$ cat config.mk
export PLATFORM = sky130hd
export DESIGN_NAME = router_sync_n
export DESIGN_NICKNAME = d
export VERILOG_FILES = /design/src/rtl/router_pkg.sv /design/src/rtl/router_sync_timer.sv /design/src/rtl/router_sync_n.sv
export SDC_FILE = /design/constraint.sdc
export NUM_CORES = 1
export LEC_CHECK = 0
export CAP_MARGIN = 10
export CORE_MARGIN = 1.5
export CORE_UTILIZATION = 50
export CTS_CLUSTER_SIZE = 25
export DETAILED_ROUTE_END_ITERATION = 12
export PLACE_DENSITY = 0.87
export REMOVE_ABC_BUFFERS = 1
export SETUP_SLACK_MARGIN = 0.3
export SLEW_MARGIN = 10
export SYNTH_ARGS = -nofsm -noshare
export SYNTH_HDL_FRONTEND = slang
export SYNTH_SLANG_ARGS = --single-unit
$ cat constraint.sdc
create_clock -name clock -period 1.95 [get_ports clock]
set_input_delay 0.39 -clock clock [delete_from_list [all_inputs] [get_ports clock]]
set_output_delay 0.39 -clock clock [all_outputs]
set_load 0.005 [all_outputs]
$ cat src/rtl/router_pkg.sv
// Shared router constants used by the sync block, FIFOs and FSM.
// Also holds the address range helper used when ROUTER_SYNC_ADDR_ERR_EN is defined.
package router_pkg;

  localparam int ROUTER_NUM_CH  = 3;
  localparam int ROUTER_ADDR_W  = 2;
  localparam int ROUTER_TIMEOUT = 30;

  // True when the header address selects an existing channel.
  function automatic logic addr_in_range(input logic [31:0] addr, input int num_ch);
    return (addr < 32'(num_ch));
  endfunction

endpackage

$ cat src/rtl/router_sync_timer.sv
// Per-channel stall timer: pulses soft_reset for one cycle after TIMEOUT
// consecutive edges with valid data that the consumer does not read.
module router_sync_timer
  import router_pkg::*;
#(
  parameter int TIMEOUT = ROUTER_TIMEOUT
) (
  input  logic clock,
  input  logic resetn,
  input  logic vld,
  input  logic read,
  output logic soft_reset
);

  localparam int              CNT_W   = (TIMEOUT > 1) ? $clog2(TIMEOUT) : 1;
  localparam logic [CNT_W-1:0] CNT_MAX = CNT_W'(TIMEOUT - 1);

  logic [CNT_W-1:0] cnt_q, cnt_d;
  logic             pulse_q, pulse_d;

  // A read on the terminal count wins over the flush pulse.
  always_comb begin
    cnt_d   = cnt_q;
    pulse_d = 1'b0;
    if (!vld || read) begin
      cnt_d   = '0;
      pulse_d = 1'b0;
    end else if (cnt_q == CNT_MAX) begin
      cnt_d   = '0;
      pulse_d = 1'b1;
    end else begin
      cnt_d   = cnt_q + CNT_W'(1);
      pulse_d = 1'b0;
    end
  end

  always_ff @(posedge clock or negedge resetn) begin
    if (!resetn) begin
      cnt_q   <= '0;
      pulse_q <= 1'b0;
    end else begin
      cnt_q   <= cnt_d;
      pulse_q <= pulse_d;
    end
  end

  assign soft_reset = pulse_q;

endmodule

$ cat src/rtl/router_sync_n.sv
// Router synchroniser: latches the header address, steers FIFO write enable
// and full flag, and flushes stalled channels. Option: ROUTER_SYNC_ADDR_ERR_EN.
module router_sync_n
  import router_pkg::*;
#(
  parameter int NUM_CH  = ROUTER_NUM_CH,
  parameter int ADDR_W  = ROUTER_ADDR_W,
  parameter int TIMEOUT = ROUTER_TIMEOUT
) (
  input  logic              clock,
  input  logic              resetn,
  input  logic              detect_add,
  input  logic [ADDR_W-1:0] data_in,
  input  logic              write_enb_reg,
  input  logic [NUM_CH-1:0] full,
  input  logic [NUM_CH-1:0] empty,
  input  logic [NUM_CH-1:0] read_enb,
  output logic              fifo_full,
  output logic [NUM_CH-1:0] write_enb,
  output logic [NUM_CH-1:0] vld_out,
`ifdef ROUTER_SYNC_ADDR_ERR_EN
  output logic              addr_err,
`endif
  output logic [NUM_CH-1:0] soft_reset
);

  logic [ADDR_W-1:0] addr_q, addr_d;

  always_comb begin
    if (detect_add) begin
      addr_d = data_in;
    end else begin
      addr_d = addr_q;
    end
  end

  always_ff @(posedge clock or negedge resetn) begin
    if (!resetn) begin
      addr_q <= '0;
    end else begin
      addr_q <= addr_d;
    end
  end

  // An out-of-range address matches no channel, so everything stays 0.
  always_comb begin
    write_enb = '0;
    fifo_full = 1'b0;
    for (int i = 0; i < NUM_CH; i++) begin
      if (addr_q == ADDR_W'(i)) begin
        write_enb[i] = write_enb_reg;
        fifo_full    = full[i];
      end else begin
        write_enb[i] = 1'b0;
      end
    end
  end

  assign vld_out = ~empty;

`ifdef ROUTER_SYNC_ADDR_ERR_EN
  logic addr_err_q, addr_err_d;

  always_comb begin
    if (detect_add) begin
      addr_err_d = ~addr_in_range(32'(data_in), NUM_CH);
    end else begin
      addr_err_d = addr_err_q;
    end
  end

  always_ff @(posedge clock or negedge resetn) begin
    if (!resetn) begin
      addr_err_q <= 1'b0;
    end else begin
      addr_err_q <= addr_err_d;
    end
  end

  assign addr_err = addr_err_q;
`endif

  for (genvar g = 0; g < NUM_CH; g++) begin : g_timer
    router_sync_timer #(
      .TIMEOUT(TIMEOUT)
    ) u_timer (
      .clock     (clock),
      .resetn    (resetn),
      .vld       (vld_out[g]),
      .read      (read_enb[g]),
      .soft_reset(soft_reset[g])
    );
  end

endmodule

# [After elaboration in Yosys (flattened, before gate mapping)]
# Index checks and enable logic that the tools add are counted.
[word_totals] regBits=20 inputBits=15 output_inout_bits=10 wordCells=41
[classes] n_addsub=3 n_eq_ne=5 muxes=18 n_bitwise=1 n_reduce_logical=7
[op_table] op="two-way mux 5 bit" n=6
[op_table] op="adder 5 x 1 -> 5 bit (second input constant)" n=3
[op_table] op="equality test 5 bit (second input constant)" n=3
[op_table] op="two-way mux 1 bit" n=12
[op_table] op="zero test 1 bit" n=3
[op_table] op="logical OR 1 bit" n=3
[op_table] op="inverter 3 bit" n=1
[op_table] op="equality test 2 x 1 -> 1 bit (second input constant)" n=1
[op_table] op="equality test 2 bit (second input constant)" n=1
[op_table] op="zero test 2 bit" n=1

# [Longest topological paths before layout]
# Gate-level depths: netlist (run 1).
[logic_depth] depth_word=4 depth_mapped=5 depth_no_buf=5

# [Hierarchy]
# A second synthesis (run 1) with hierarchy kept.
[unflattened] cells_unflattened=80 hier_area_um2=895.9
[by_module_without_submodules] module="router_sync_timer" n_inst=3 cells_each=22 area_per_inst_um2=255.2 seq_area_each_um2=150.1
[by_module_without_submodules] module="router_sync_n" n_inst=1 cells_each=14 area_per_inst_um2=130.1 seq_area_each_um2=50.0

# [Worst setup path before layout (run 1)]
# OpenSTA, ideal clock, no wires.
[synth_path] path_kind="register to output" start="reg addr_q[0]" end="out fifo_full" t_arrival_ps=691 required_time_ps=1560 path_slack_ps=869 path_stages_with_launch=3 path_buffers=0 cell_sequence="dfrtp_1 mux2i_1 o21ai_0"
[synth_between] elab_chain_cells=4 elab_cells_between_ends=6 classes_between="2 x eq/ne; 3 x mux; 1 x reduce/logical"
[synth_lines] element="start, declared" line="router_sync_n.sv:27" rtl="logic [ADDR_W-1:0] addr_q, addr_d;"
[synth_lines] element="start signal, assigned" line="router_sync_n.sv:41" rtl="addr_q <= addr_d;"
[synth_lines] element="zero test 2 bit" line="router_sync_n.sv:50" rtl="if (addr_q == ADDR_W'(i)) begin"
[synth_lines] element="two-way mux 1 bit (2 in series)" line="router_sync_n.sv:50"
[synth_lines] element="two-way mux 1 bit (*)" line="router_sync_n.sv:50"
[synth_lines] element="end, declared" line="router_sync_n.sv:18" rtl="output logic fifo_full,"
# Every way passes the cells marked *; elsewhere a longest branch is shown, timed or not.

# [Worst setup path after layout (run 1)]
[layout_path] start="reg addr_q[0]" end="out write_enb[1]"
[layout_between] elab_chain_cells=2
[layout_lines] element="equality test 2 x 1 -> 1 bit" line="router_sync_n.sv:50"
[layout_lines] element="two-way mux 1 bit" line="router_sync_n.sv:50"
[layout_lines] element="end, declared" line="router_sync_n.sv:19" rtl="output logic [NUM_CH-1:0] write_enb,"
# No other way between the ends.

==> results of run 1 <==
## metrics by stage
stage                     utilization  power [mW]
final                           0.681       0.705
after global routing            0.681       0.744
after CTS                       0.684       0.718
after detailed placement        0.671       0.537
after global placement          0.671       0.534
after floorplan                     -       0.470
## repair_timing
action	4_1_cts	5_1_grt
setup endpoints to repair	7	2
hold buffers	0	0
gates cloned	0	0
resized for setup	14	2
## where the power goes
| group | internal [mW] | switching (mW) | total (mW) |
|---|---|---|---|
| clock network | 0.0719 | 0.112 | 0.183 |
| registers | 0.425 | 0.0117 | 0.437 |
| logic | 0.0512 | 0.0333 | 0.0845 |
| total | 0.548 | 0.157 | 0.705 |
## worst reg2reg max path, stage by stage (launching register included)
cell and delay (ns):
dfrtp_1 0.42, ha_1 0.22, nand4_1 0.11, nand2_1 0.13
nor2_1 0.15
## synthesized netlist by cell type, drive strengths merged
cell	n
nor2	18
mux2i	1
nand2	3
buf	6
nand4	3
dfrtp	20
and3b	2
o21ai	1
mux2	2
nor3b	1
ha	6
nand3b	1
nor3	3
inv	6
xnor2	3
xor2	6
nand3	6
## worst max-delay path by stage
| stage | from | to | depth (start not counted) |
|---|---|---|---|
| after floorplan | addr_q[0]$_DFFE_PN0P_ | fifo_full | 2 |
| after global placement | write_enb_reg | write_enb[0] | 3 |
| after detailed placement | write_enb_reg | write_enb[0] | 3 |
| after CTS | full[0] | fifo_full | 4 |
| after global routing | addr_q[0]$_DFFE_PN0P_ | write_enb[1] | 2 |
| final | addr_q[0]$_DFFE_PN0P_ | write_enb[1] | 2 |
## final cells by class
cell class / instances / area, um2 / area share
clock buffer: 3 / 22.5 / 0.0189
multi-input combinational: 56 / 374 / 0.315
sequential: 20 / 503 / 0.423
tap: 25 / 31.3 / 0.0263
inverter: 6 / 22.5 / 0.0189
timing repair buffer: 25 / 235 / 0.198
## placed cells by master (no fill, tap or decap), types with 3 or more instances in the layout
| cell type | instances |
|---|---|
| xor2_1 | 6 |
| clkdlybuf4s50_1 | 16 |
| nand4_1 | 3 |
| ha_1 | 6 |
| nand3_1 | 6 |
| clkbuf_4 | 3 |
| nor3_1 | 3 |
| dlygate4sd2_1 | 6 |
| inv_1 | 6 |
| nand2_1 | 3 |
| xnor2_1 | 3 |
| dfrtp_1 | 18 |
| nor2_1 | 18 |
## sequential cells by signal, indices dropped and copies added (netlist names)
register and cells:
g_timer.u_timer.soft_reset 3, addr_q 2, g_timer.u_timer.cnt_q 15
## metal layers
| layer | share of wire | global-route usage |
|---|---|---|
| met1 | 0.40 | 0.182 |
| met2 | 0.52 | 0.322 |
| met3 | 0.056 | 0.0431 |
| met4 | 0.017 | 0.0857 |
| met5 | 0 | 0 |
## cells by family (layout without fill, tap and decap cells)
family / after synthesis / count (layout) / synth area share
AND/OR/NAND/NOR: 37 / 37 / 0.190
flip-flops: 20 / 20 / 0.534
buffers and inverters: 12 / 34 / 0.0721
XOR/XNOR: 9 / 9 / 0.0841
adder cells (fa/ha/maj): 6 / 6 / 0.0801
multiplexers: 3 / 3 / 0.0347
AO/OA/AOI/OAI: 1 / 1 / 0.00534
==> flow_metrics.py, run 1 <==
metrics = {
    "status": {
        "status": "finished, final reports clean",
    },
    "timing": {
        "timing_hold_violations_final": 0,
        "rsz0062_at_grt": "false",
        "post-route-period-util": 0.815,
        "maxClockFrequency_mhz": 629,
        "drv_slew": 0,
        "slew_headroom": 0.836,
        "whs_ns": 0.416,
        "fin_tns_setup_ns": 0,
        "fin_crit_ns": 1.59,
        "finalWorstSetupSlack_ns": 0.361,
        "tightest_slew_ns": 0.246,
        "fin_skew_ns": 0.00465,
        "setup_viol": 0,
    },
    "routing": {
        "viasPerCell": 4.81,
        "routed_wl_mm": 1.55,
        "routedWlPerCell_um": 11.5,
        "drc": 0,
        "dr.pass1.iters": 4,
        "vias": 649,
        "final_antenna_net_count": 0,
        "drtIter0Drc": 8,
    },
    "final_layout": {
        "drive_gt1_frac": 0.109,
        "stdcell_area_um2": 1190,
        "stdcell_count": 135,
        "syn2layout_area_growth_pct": 26.8,
        "fillerInstances": 144,
        "nNetsFinal": 133,
        "diodes": 0,
    },
    "critical_path": {
        "reg2reg_to": "g_timer[1].u_timer.cnt_q[3]$_DFF_PN0_",
        "end_kind": "primary output",
        "worstSetupPathType": "flip-flop to primary output",
        "arrival_ns": 1.20,
        "max_stage_delay_ns": 0.45,
        "timing.rr.start": "g_timer[1].u_timer.cnt_q[0]$_DFF_PN0_",
        "cp_top_family": "flip-flops",
        "crit_buf_inv": 1,
        "path_cells": "and3b_2, dlygate4sd2_1",
        "crit_path_max_fanout": 6,
        "reg2regPathDepth": 4,
        "start_kind": "flip-flop",
        "cpMaxStageDelayCell": "dfrtp_2",
        "reg2reg_slack_ns": 0.86,
        "critical_path_required_ns": 1.56,
    },
    "synth": {
        "synth_cells": 88,
        "syn_area_per_cell_um2": 10.6,
        "ys_seq_elements": 20,
        "synth.area.top_cells": "dfrtp_1, ha_1, nor2_1",
        "yosysTopAreaCell": "dfrtp_1",
        "yosysUniqueCellTypes": 17,
        "synth_top_area_frac": 0.534,
        "ys_warn_count": 0,
        "yosysSeqAreaShare": 0.534,
        "synth_area_um2": 937,
    },
    "cts": {
        "clk_latency_ns": 0.29,
        "cts_setup_buffers": 0,
        "cts_root_buf": "clkbuf_4",
        "h-tree-depth": 1,
        "cts_buffer_depth": 2,
        "clkTransAtPathRegs_ns": 0.10,
        "cts_sinks": 20,
        "cts_tree": "done",
        "cts_buffers": 3,
    },
    "grt": {
        "grt_pass1_wl_mm": 2.62,
        "grt_max_degree": 21,
        "grt_pass1_vias": 649,
        "grt_antenna_before_repair": 0,
        "grt_use_total": 0.175,
        "grt.overflow.total": 0,
    },
    "power_and_ir_drop": {
        "leakagePower_nw": 0.559,
        "irDropWorstVdd_mv": 0.413,
        "p_per_area_nw_per_um2": 593,
    },
    "floorplanning": {
        "num_rows": 15,
        "core_um2": 1750,
        "die_x_um": 46.3,
        "start_util": 0.537,
        "io_pins": 25,
        "dieArea_um2": 2140,
        "die_h_um": 46.3,
    },
    "placed_design": {
        "gp_congestion": 0.717,
        "dp_cells": 132,
        "detailedPlace.worstSlack_ns": -0.0502,
        "numPortBuffers": 24,
        "hpwl_mm": 1.28,
        "place_area_um2": 1170,
    },
    "min_path": {
        "hp-class": "primary input to async pin",
    },
    "flow_run": {
        "drv_cap": 0,
    },
}
Power figures use the tool's default switching activity.
==> inputs of run 2 (changes only) <==
--- a/config.mk
+++ b/config.mk
@@ -7,10 +7,10 @@
 export LEC_CHECK = 0
 export CAP_MARGIN = 10
 export CORE_MARGIN = 1.5
-export CORE_UTILIZATION = 50
+export CORE_UTILIZATION = 46
 export CTS_CLUSTER_SIZE = 25
 export DETAILED_ROUTE_END_ITERATION = 12
-export PLACE_DENSITY = 0.87
+export PLACE_DENSITY = 0.81
 export REMOVE_ABC_BUFFERS = 1
 export SETUP_SLACK_MARGIN = 0.3
 export SLEW_MARGIN = 10
==> constraint.sdc (replaced) <==
create_clock -name clock -period 1.6 [get_ports clock]
set_input_delay 0.32 -clock clock [delete_from_list [all_inputs] [get_ports clock]]
set_output_delay 0.32 -clock clock [all_outputs]
set_load 0.005 [all_outputs]
==> run 2 against run 1 <==
Compared with the run above:
- largest power group unchanged
- first-iteration DRC count down 88%
- final cell count increased by 5.2%
- utilization decreased by 5.3 points
- combinational power increased by 41%
- clock-buffer cell count is the same
- register-to-register slack worse by 0.35 ns
- largest cell class unchanged
==> flow_metrics.py, run 2 (synthesis gave the netlist of run 1 again) <==
metrics = {
    "critical_path": {
        "start_kind": "flip-flop",
        "path_cells": "buf_6, mux2i_1, o21ai_1, buf_2",
        "reg2reg_slack_ns": 0.51,
        "worstSetupPathType": "flip-flop to primary output",
        "end_kind": "primary output",
        "cpMaxStageDelayCell": "dfrtp_2",
        "timing.rr.start": "g_timer[1].u_timer.cnt_q[0]$_DFF_PN0_",
        "critical_path_required_ns": 1.28,
        "crit_path_max_fanout": 4,
        "reg2regPathDepth": 4,
        "arrival_ns": 1.19,
        "reg2reg_to": "g_timer[1].u_timer.cnt_q[2]$_DFF_PN0_",
        "max_stage_delay_ns": 0.44,
    },
    "routing": {
        "routed_wl_mm": 1.62,
        "drc": 0,
        "viasPerCell": 4.82,
        "routedWlPerCell_um": 11.4,
        "final_antenna_net_count": 0,
        "drtIter0Drc": 1,
        "dr.pass1.iters": 4,
        "vias": 684,
    },
    "grt": {
        "grt_pass1_vias": 635,
        "grt_pass1_wl_mm": 2.39,
        "grt_antenna_before_repair": 0,
        "use_met1": 0.158,
        "grt.overflow.total": 0,
        "grt_use_total": 0.158,
        "grt.busiest_layer": "met2",
        "grt_use_met3": 0.0333,
        "grt_max_degree": 21,
        "globalRouteMet2Util": 0.288,
    },
    "min_path": {
        "hp-class": "primary input to async pin",
    },
    "final_layout": {
        "nNetsFinal": 138,
        "drive_gt1_frac": 0.165,
        "largest_reg_flops": 15,
        "syn2layout_area_growth_pct": 30.0,
        "diodes": 0,
        "final_cell_mix": "dfrtp_1, nor2_1, clkdlybuf4s50_1",
        "final_common_cell": "dfrtp_1",
        "fillerInstances": 174,
        "top_register": "g_timer.u_timer.cnt_q",
    },
    "cts": {
        "h-tree-depth": 1,
        "cts_buffers": 3,
        "clk_latency_ns": 0.30,
        "cts_sinks": 20,
        "cts_tree": "done",
        "cts_buffer_depth": 2,
        "cts_root_buf": "clkbuf_4",
        "cts_hold_buf": 0,
        "clkTransAtPathRegs_ns": 0.10,
    },
    "timing": {
        "slew_headroom": 0.837,
        "whs_ns": 0.335,
        "tightest_slew_ns": 0.244,
        "maxClockFrequency_mhz": 662,
        "fin_skew_ns": 0.00438,
        "rsz0062_at_grt": "true",
        "timing_hold_violations_final": 0,
        "setup_viol": 0,
        "fin_tns_setup_ns": 0,
        "drv_slew": 0,
        "fin_crit_ns": 1.51,
        "post-route-period-util": 0.944,
        "finalWorstSetupSlack_ns": 0.0903,
    },
    "power_and_ir_drop": {
        "irDropWorstVdd_mv": 0.500,
        "p_per_area_nw_per_um2": 723,
        "leakagePower_nw": 0.597,
    },
    "status": {
        "status": "finished, final reports clean",
    },
    "flow_run": {
        "drv_cap": 0,
    },
    "floorplanning": {
        "io_pins": 25,
        "core_um2": 1940,
        "start_util": 0.483,
        "die_x_um": 48.1,
        "dieArea_um2": 2320,
        "num_rows": 16,
        "die_h_um": 48.1,
    },
    "placed_design": {
        "numPortBuffers": 24,
        "detailedPlace.worstSlack_ns": -0.299,
        "gp_congestion": 0.725,
        "hpwl_mm": 1.28,
    },
}
==> run 2: final cells by class <==
| class | count | area (um2) | share of cell area |
|---|---|---|---|
| Multi-Input combinational cell | 56 | 374 | 0.307 |
| Tap cell | 27 | 33.8 | 0.0277 |
| Sequential cell | 20 | 502 | 0.412 |
| Inverter | 6 | 22.5 | 0.0185 |
| Clock buffer | 3 | 22.5 | 0.0185 |
| Timing Repair Buffer | 30 | 264 | 0.217 |
==> run 2: where the power goes <==
part           switching [mW]  internal, mW  total, mW
clock network           0.145        0.0879      0.233
registers              0.0115         0.518      0.529
logic                  0.0470        0.0721      0.119
==> run 2: routing by layer <==
metal	wire [um]	part of all wire
met1	633	0.39
met2	848	0.52
met4	58	0.036
met5	0	0
met3	78	0.048
==> run 2: what timing repair did <==
action | CTS | global route
pin swaps | 0 | 1
gates resized for setup | 30 | 2
setup endpoints to repair | 10 | 5
buffers inserted | 2 | 0
==> run 2: worst max-delay path, delay by kind of cell, from the launching register on <==
family	cells	cell delay (ns)
mux	1	0.10
flops	1	0.44
buf+inv	2	0.25
compound gates	1	0.10
==> run 2: how the worst max path moves through the flow <==
stage / start / to / slack [ns] / cells after the start
after CTS: addr_q[0]$_DFFE_PN0P_ / fifo_full / 0.07 / 4
final: addr_q[0]$_DFFE_PN0P_ / fifo_full / 0.09 / 4
after floorplan: addr_q[0]$_DFFE_PN0P_ / fifo_full / 0.59 / 2
after detailed placement: write_enb_reg / write_enb[0] / -0.30 / 3
after global routing: addr_q[0]$_DFFE_PN0P_ / fifo_full / 0.02 / 4
after global placement: write_enb_reg / write_enb[0] / -0.21 / 3
==> run 2: stage by stage <==
stage / area, um2 / power [mW] / util / std cells
2_1_floorplan: 892 / 0.573 / - / 82
3_3_place_gp: 1200 / 0.655 / 0.616 / 137
3_5_place_dp: 1200 / 0.661 / 0.616 / 137
4_1_cts: 1210 / 0.896 / 0.624 / 142
5_1_grt: 1220 / 0.925 / 0.628 / 142
6_report: 1220 / 0.881 / 0.628 / 142
==> inputs of run 3 (changes only) <==
--- a/config.mk
+++ b/config.mk
@@ -8,12 +8,14 @@
 export CAP_MARGIN = 10
 export CORE_MARGIN = 1.5
 export CORE_UTILIZATION = 46
+export CTS_BUF_LIST = sky130_fd_sc_hd__clkbuf_16
 export CTS_CLUSTER_SIZE = 25
 export DETAILED_ROUTE_END_ITERATION = 12
-export PLACE_DENSITY = 0.81
+export PLACE_DENSITY = 0.82
 export REMOVE_ABC_BUFFERS = 1
 export SETUP_SLACK_MARGIN = 0.3
 export SLEW_MARGIN = 10
 export SYNTH_ARGS = -nofsm -noshare
 export SYNTH_HDL_FRONTEND = slang
+export SYNTH_HIERARCHICAL = 1
 export SYNTH_SLANG_ARGS = --single-unit
==> run 3 against run 2 <==
Compared with the run above:
- maximum frequency is 3.3% higher
- sequential share of layout area shrank 2.2 points
- combinational power grew 12%
- utilization up 9.4 points
- worst hold slack better by 0.090 ns
- largest power group unchanged
- highest routed layer unchanged
==> flow_metrics.py, run 3 <==
metrics = {
    "grt": {
        "grt_use_total": 0.206,
        "grt_pass1_wl_mm": 3.04,
        "grt.overflow.total": 0,
        "grt_pass1_vias": 725,
        "grt_antenna_before_repair": 0,
        "grt_max_degree": 21,
    },
    "routing": {
        "drtIter0Drc": 4,
        "drc": 0,
        "wl_met3_um": 73,
        "routed_wl_mm": 1.97,
        "routed-wl-met2_mm": 1.05,
        "m1WireLength_um": 782,
        "routedWlPerCell_um": 14.0,
        "vias": 694,
        "dr.pass1.iters": 4,
        "viasPerCell": 4.92,
        "top_layer": "met4",
        "final_antenna_net_count": 0,
    },
    "power_and_ir_drop": {
        "power_mw": 1.17,
        "leakagePower_nw": 0.620,
        "p_per_area_nw_per_um2": 913,
        "irDropWorstVdd_mv": 0.697,
    },
    "synth": {
        "synth.area.top_cells": "dfrtp_1, ha_1, nor2_1",
        "syn_area_per_cell_um2": 11.2,
        "async_reset_ff_frac": 1.00,
        "yosysTopAreaCell": "dfrtp_1",
        "synth-edff-count": 0,
        "synthTopCellsByCount": "dfrtp_1, nor2_1",
        "synth_cells": 80,
        "ys_warn_count": 6,
        "yosysSeqAreaShare": 0.559,
        "synth_area_um2": 896,
        "yosysUniqueCellTypes": 15,
        "ys.flop_type": "dfrtp_1",
        "ys_seq_elements": 20,
        "synth_top_area_frac": 0.559,
        "synth.most_common_cell": "dfrtp_1",
    },
    "final_layout": {
        "final_common_cell": "dfrtp_1",
        "diodes": 0,
        "top_register": "g_timer.u_timer/cnt_q",
        "largest_reg_flops": 15,
        "drive_gt1_frac": 0.181,
        "final_cell_mix": "dfrtp_1, nor2_1, clkdlybuf4s50_1",
        "fillerInstances": 125,
        "syn2layout_area_growth_pct": 43.6,
        "nNetsFinal": 138,
    },
    "critical_path": {
        "end_kind": "primary output",
        "reg2reg_slack_ns": 0.39,
        "start_kind": "flip-flop",
        "cp_top_family": "flip-flops",
        "crit_path_max_fanout": 3,
        "critical_path_required_ns": 1.28,
        "arrival_ns": 1.14,
        "cpMaxStageDelayCell": "dfrtp_2",
        "path_cells": "buf_6, mux2i_1, o21ai_1, buf_2",
        "max_stage_delay_ns": 0.42,
        "worstSetupPathType": "flip-flop to primary output",
        "crit_buf_inv": 2,
    },
    "cts": {
        "cts_tree": "done",
        "cts_buffer_depth": 2,
        "clk_latency_ns": 0.25,
        "cts_root_buf": "clkbuf_16",
        "h-tree-depth": 1,
        "cts_hold_buf": 0,
        "cts_buffers": 3,
        "cts_sinks": 20,
        "clkTransAtPathRegs_ns": 0.05,
    },
    "floorplanning": {
        "die_x_um": 47.1,
        "core_um2": 1780,
        "dieArea_um2": 2220,
        "die_h_um": 47.1,
        "start_util": 0.502,
        "io_pins": 25,
        "num_rows": 15,
    },
    "timing": {
        "rsz0062_at_grt": "true",
        "fin_crit_ns": 1.46,
        "maxClockFrequency_mhz": 684,
        "fin_skew_ns": 0.00132,
        "finalWorstSetupSlack_ns": 0.139,
        "drv_slew": 0,
        "post-route-period-util": 0.913,
        "tightest_slew_ns": 0.259,
        "slew_headroom": 0.827,
        "timing_hold_violations_final": 0,
        "setup_viol": 0,
    },
    "placed_design": {
        "gp_congestion": 0.750,
        "hpwl_mm": 1.35,
        "detailedPlace.worstSlack_ns": -0.359,
        "numPortBuffers": 24,
    },
    "min_path": {
        "hp-class": "primary input to async pin",
    },
    "status": {
        "status": "finished, final reports clean",
    },
    "flow_run": {
        "drv_cap": 0,
    },
}
run 3: cell types whose count changed in the layout (fill, tap and decap cells not counted), sizes merged, moves of 2 or more:
cell / delta
dlygate4sd2: -5
buf: +5
nor3: -3
nand2: -2
clkdlybuf4s50: +3
nor3b: +3
nand3b: +3
nor2: -2
run 3: kinds of logic (layout without fill, tap and decap cells):
kind of cell | Yosys count | in the layout | synth area share
DFF | 20 | 20 | 0.559
xor gates and xnor gates | 9 | 9 | 0.0880
and+or+nand+nor | 35 | 35 | 0.203
buffers and inverters | 6 | 42 | 0.0251
AOI/OAI and AO/OA | 1 | 1 | 0.00558
muxes | 3 | 3 | 0.0363
adders and majority gates | 6 | 6 | 0.0838
run 3: timing repair:
action,CTS,global route
pin swaps,1,1
setup endpoints to repair,10,4
setup buffers,4,0
resized for setup,37,1
run 3: path summary, 6_finish.rpt:
| check | startpoint | to | cells past startpoint |
|---|---|---|---|
| max | addr_q[0]$_DFFE_PN0P_ | fifo_full | 4 |
| min | resetn | g_timer[2].u_timer/cnt_q[0]$_DFF_PN0_ | 2 |
| max reg2reg | g_timer[0].u_timer/cnt_q[0]$_DFF_PN0_ | g_timer[0].u_timer/cnt_q[2]$_DFF_PN0_ | 4 |
| min reg2reg | g_timer[1].u_timer/cnt_q[0]$_DFF_PN0_ | g_timer[1].u_timer/cnt_q[0]$_DFF_PN0_ | 1 |
| max in group asynchronous | resetn | addr_q[0]$_DFFE_PN0P_ | 2 |
| min in group clock | g_timer[1].u_timer/cnt_q[0]$_DFF_PN0_ | g_timer[1].u_timer/cnt_q[0]$_DFF_PN0_ | 1 |
run 3: layout make-up:
class | count | area (um2) | share of cell area
clock buffers | 3 | 75.1 | 0.0584
clock inverters | 1 | 3.75 | 0.00292
inverters | 6 | 22.5 | 0.0175
multi-input cells | 54 | 380 | 0.296
flip-flops and latches | 20 | 502 | 0.390
well taps | 25 | 31.3 | 0.0243
repair buffers | 32 | 272 | 0.211
run 3: per-layer routing:
metal / vias to the layer above / GRT usage
met1: 335 / 0.219
met3: 6 / 0.0269
li1: 333 / -
met4: 0 / 0.139
met2: 20 / 0.375
met5: - / 0
run 3: where the power goes:
part / internal, mW / leakage (nW) / switching, mW
sequential: 0.519 / 0.271 / 0.0124
clock: 0.332 / 0.0385 / 0.178
combinational: 0.0802 / 0.311 / 0.0531
total: 0.931 / 0.620 / 0.243
run 3: stage by stage:
| step | cell area [um2] | utilization | setup TNS [ns] | hold slack (ns) | instances |
|---|---|---|---|---|---|
| floorplan | 896 | - | 0 | 0.0244 | 80 |
| global placement | 1200 | 0.672 | -0.699 | 0.478 | 133 |
| detailed placement | 1200 | 0.672 | -0.973 | 0.488 | 133 |
| CTS | 1280 | 0.720 | 0 | 0.428 | 141 |
| global route | 1290 | 0.721 | 0 | 0.458 | 141 |
| finish | 1290 | 0.721 | 0 | 0.426 | 141 |
